File: src/rtl/filter_sched.sv
// Frame-synchronous filter-select controller: captures button requests and the
// slideshow step, and commits them to the filter mux only at a vsync rising edge.
module filter_sched #(
    parameter int         FRAMES_PER_STEP = 60,
    parameter logic [1:0] INIT_FILTER     = 2'd3
) (
    input  logic       clk,
    input  logic       rst,
    input  logic       user_in_en,
    input  logic       btn_next,
    input  logic       btn_prev,
    input  logic       btn_toggle,
    input  logic       auto_mode,
    input  logic       vsync,
    output logic [1:0] filter,
    output logic       filters_en,
    output logic       pending,
    output logic [9:0] frame_cnt
);

    localparam logic [9:0] LAST_FRAME = 10'(FRAMES_PER_STEP - 1);

    typedef enum logic [1:0] {S_IDLE, S_WAIT, S_COMMIT} state_t;

    state_t     r_state;
    logic       r_next_d, r_prev_d, r_tog_d, r_vs_d;
    logic [1:0] r_req_step;     // two's complement: 01 = +1, 11 = -1, 00 = none
    logic       r_req_tog;
    logic       r_auto;         // current COMMIT is a slideshow step, not a user request
    logic       r_pending;
    logic [1:0] r_filter;
    logic       r_en;
    logic [9:0] r_cnt;

    logic       w_next_e, w_prev_e, w_tog_e, w_vs_e;
    logic       w_active, w_clr;
    logic [1:0] w_step;
    logic       w_tog, w_pend;

    assign w_next_e = btn_next   & ~r_next_d & user_in_en;
    assign w_prev_e = btn_prev   & ~r_prev_d & user_in_en;
    assign w_tog_e  = btn_toggle & ~r_tog_d  & user_in_en;
    assign w_vs_e   = vsync      & ~r_vs_d;
    assign w_active = auto_mode & r_en;
    // A user commit consumes the held request; edges in the same cycle still land.
    assign w_clr    = (r_state == S_COMMIT) & ~r_auto;

    always_comb begin
        w_step = w_clr ? 2'b00 : r_req_step;
        if (w_next_e & ~w_prev_e)
            w_step = 2'b01;
        else if (w_prev_e & ~w_next_e)
            w_step = 2'b11;
        w_tog  = (w_clr ? 1'b0 : r_req_tog) ^ w_tog_e;
        w_pend = (w_step != 2'b00) | w_tog;
    end

    always_ff @(posedge clk) begin
        if (!rst) begin
            r_state    <= S_IDLE;
            r_next_d   <= btn_next;
            r_prev_d   <= btn_prev;
            r_tog_d    <= btn_toggle;
            r_vs_d     <= vsync;
            r_req_step <= 2'b00;
            r_req_tog  <= 1'b0;
            r_auto     <= 1'b0;
            r_pending  <= 1'b0;
            r_filter   <= INIT_FILTER;
            r_en       <= 1'b1;
            r_cnt      <= '0;
        end else begin
            r_next_d   <= btn_next;
            r_prev_d   <= btn_prev;
            r_tog_d    <= btn_toggle;
            r_vs_d     <= vsync;
            r_req_step <= w_step;
            r_req_tog  <= w_tog;
            r_pending  <= w_pend;
            case (r_state)
                S_COMMIT: begin
                    r_filter <= r_filter + (r_auto ? 2'd1 : r_req_step);
                    if (!r_auto && r_req_tog)
                        r_en <= ~r_en;
                    r_cnt   <= '0;
                    r_auto  <= 1'b0;
                    r_state <= S_IDLE;
                end
                default: begin
                    if (w_vs_e && r_pending) begin
                        r_auto  <= 1'b0;
                        r_state <= S_COMMIT;
                    end else if (w_vs_e && w_active && r_cnt == LAST_FRAME) begin
                        r_auto  <= 1'b1;
                        r_state <= S_COMMIT;
                    end else begin
                        if (w_vs_e && w_active)
                            r_cnt <= r_cnt + 10'd1;
                        r_state <= w_pend ? S_WAIT : S_IDLE;
                    end
                end
            endcase
            if (!w_active)
                r_cnt <= '0;
        end
    end

    assign filter     = r_filter;
    assign filters_en = r_en;
    assign pending    = r_pending;
    assign frame_cnt  = r_cnt;

endmodule

File: config.mk
export PLATFORM = sky130hd
export DESIGN_NAME = filter_sched
export DESIGN_NICKNAME = d
export VERILOG_FILES = /design/src/rtl/filter_sched.sv
export SDC_FILE = /design/constraint.sdc
export NUM_CORES = 1
export LEC_CHECK = 0
export CAP_MARGIN = 20
export CORE_AREA = 2 2 49 51
export DETAILED_ROUTE_END_ITERATION = 10
export DIE_AREA = 0 0 51 53
export PLACE_DENSITY = 0.77
export SYNTH_ARGS = -nofsm -noshare
export SYNTH_HDL_FRONTEND = slang
export SYNTH_SLANG_ARGS = --single-unit
File: constraint.sdc
create_clock -name clk -period 2.1 [get_ports clk]
set_input_delay 0.63 -clock clk [delete_from_list [all_inputs] [get_ports clk]]
set_output_delay 0.63 -clock clk [all_outputs]
set_load 0.02 [all_outputs]
==> flow_summary.yaml <==
cells_and_area:
  final_util_pct: 66.3
  fin_cells: 177
  num-fill-cells: 173
  diodes: 0
  nNetsFinal: 160
  area_delta_synth_final_pct: 28.6
  drive_above_1_share_pct: 11.4
clock_tree:
  cts.clk_slew.worst_paths_ns: 0.14
  tritoncts: "built"
  worstSkewPairLatency_ns: 0.32
  root_buffer: "clkbuf_4"
  clock_sinks: 24
  cts_inserted_buffers: 3
  cts-hold-fix-buffers: 0
  h-tree-depth: 1
  cts_buffer_depth: 2
worst_setup_path:
  crit_fanout: 6
  end_kind: "output port"
  cp.required_ns: 1.47
  crit_family: "buffers and inverters"
  start_kind: "register"
  crit_buf_inv: 1
  crit_type: "reg2out"
  path_cells: "clkdlybuf4s50_1"
  worstPathArrival_ns: 1.41
  cp_slowest_stage_delay_ns: 0.64
  slowest_stage: "clkdlybuf4s50_1"
timing:
  worstMarginPinSlew_ns: 0.436
  finalCriticalPeriod_ns: 2.04
  final-setup-viol-count: 0
  clock_skew_ns: 0.00624
  slew_viol_final: 0
  fin_crit_sh_pct: 97.3
  fmax_mhz: 490
  rsz0062_at_grt: "false"
  hold_viol_final: 0
  tns_ns: 0
  timing.hold.ws_ns: 0.509
  slew_headroom_pct: 70.7
min_path:
  hp-class: "reg2reg"
routing:
  vias: 970
  drt_first_pass_iters: 4
  drt-total-wl_mm: 2.24
  wl_per_cell_um: 12.6
  drc_errors: 0
  drtIter0Drc: 8
  final_antenna_net_count: 0
  vias_per_cell: 5.48
logic_synthesis:
  syn_nets: 132
  synth.distinct_cells: 36
  yosys_warnings: 0
  ys_seq_area_share_pct: 43.3
  ys_seq_elements: 24
  syn_area_sq_um: 1110
  synthCells: 122
  syn_avg_cell_area_sq_um: 9.09
global_routing:
  grt.total_usage_pct: 18.6
  grt_pass1_wl_mm: 3.73
  antenna_found_initial: 0
  grt_pass1_vias: 882
  grt_max_degree: 15
  overflow: 0
run:
  max_cap_violations: 0
outcome:
  status: "finished clean"
die:
  die_area_sq_um: 2700
  core_sq_um: 2150
  core.rowCount: 17
  ios: 22
  die_w_um: 51
  die_y_um: 53
  initial_core_util_pct: 51.6
place:
  dp_hpwl_mm: 1.76
  place_congestion: 0.893
  port_buffers: 21
  place_inst: 173
power:
  powerDensity_nw_per_um2: 639
  cellLeakagePower_nw: 0.538
  vdd_drop_max_mv: 0.415
  power_w: 0.000910
-- routing by layer --
layer,share of wire (%),track usage [%],up-vias
met1,46,23.6,456
met3,3.5,3.39,6
met4,1.7,9.01,0
met5,0,0,-
met2,49,30.3,23
li1,-,-,485
-- synth_stat cells, drive strengths merged --
cell	n	area (sq um)
and3	1	7.51
nor3b	1	7.51
and3b	1	8.76
or2	2	15.0
nand4bb	1	11.3
o21a	1	7.51
nand2	12	45.0
a22oi	2	15.0
nand3b	2	15.0
xnor2	8	70.1
nand4	2	18.8
nor2	14	52.6
nor3	7	46.3
nor4	5	37.5
nand2b	3	18.8
dfxtp	24	480
o21ai	5	25.0
nand4b	2	32.5
buf	1	11.3
a21oi	6	30.0
or3	3	18.8
a31o	1	8.76
inv	5	18.8
mux2i	2	20.0
or4	2	18.8
nor2b	3	18.8
or3b	1	8.76
ha	2	25.0
nand3	3	15.0
-- path summary, 6_finish.rpt --
check                           slack, ns  cells past startpoint                 startpoint                        end
worst min register to register       0.51                      2     filter[0]$_SDFFE_PN1P_     filter[0]$_SDFFE_PN1P_
worst min-delay path                 0.51                      2     filter[0]$_SDFFE_PN1P_     filter[0]$_SDFFE_PN1P_
worst max-delay path                 0.06                      1  frame_cnt[2]$_SDFFE_PP0P_               frame_cnt[2]
worst max register to register       0.51                      5  frame_cnt[1]$_SDFFE_PP0P_  frame_cnt[6]$_SDFFE_PP0P_
-- registers in the layout (all words and copies together) (netlist names) --
name,count
filter,2
r_prev_d,1
r_req_tog,1
frame_cnt,10
r_req_step,2
r_tog_d,1
pending,1
r_state,2
filters_en,1
r_vs_d,1
r_next_d,1
r_auto,1
-- what timing repair did --
| action | in CTS | in global routing |
|---|---|---|
| buffers inserted | 0 | 0 |
| endpoints found under the setup margin | 0 | 3 |
| resized for setup | 0 | 3 |
-- logic make-up (layout without fill, tap and decap cells) --
group	after synthesis	after routing	synth area share, %
fa+ha+maj	2	2	2.26
compound gates	15	15	7.79
mux	2	2	1.81
xor+xnor	8	8	6.32
buf+inv	6	33	2.71
flops	24	24	43.3
simple gates	65	65	35.8
-- layout by cell type, fill, tap and decap left out, types with 2 or more instances in the layout --
| cell | count |
|---|---|
| clkbuf_4 | 3 |
| nor2_1 | 14 |
| inv_1 | 4 |
| xnor2_1 | 8 |
| ha_1 | 2 |
| a22oi_1 | 2 |
| o21ai_0 | 5 |
| dfxtp_1 | 24 |
| nand2b_1 | 3 |
| nor2b_1 | 3 |
| nor4_1 | 4 |
| nand3b_1 | 2 |
| nand3_1 | 3 |
| nor3_1 | 6 |
| buf_4 | 3 |
| clkdlybuf4s50_1 | 18 |
| or3_1 | 3 |
| a21oi_1 | 6 |
| nand2_1 | 12 |
| mux2i_1 | 2 |
| dlymetal6s2s_1 | 3 |
-- per-stage QoR --
| step | setup WS (ns) | cell area, sq um |
|---|---|---|
| after floorplan | 0.492 | 1110 |
| after CTS | 0.0143 | 1420 |
| final | 0.0577 | 1430 |
| after global placement | 0.000491 | 1370 |
| after detailed placement | -0.0445 | 1370 |
| after global routing | 0.00394 | 1430 |
-- area by class of cell --
type	count	area [sq um]	share of cell area (%)
clock inverter	1	30.0	2.11
clock buffer	3	22.5	1.58
multi-input combinational	92	598	42.0
tap	28	35.0	2.46
inverter	5	18.8	1.32
timing repair buffer	24	240	16.9
sequential	24	480	33.7
-- report_power, final --
group	leakage, nW	switching, W	internal [W]	total [W]
logic	0.314	0.0000428	0.0000481	0.0000909
clock network	0.0279	0.000142	0.000193	0.000335
registers	0.196	0.0000143	0.000470	0.000485
Power figures use the tool's default switching activity.
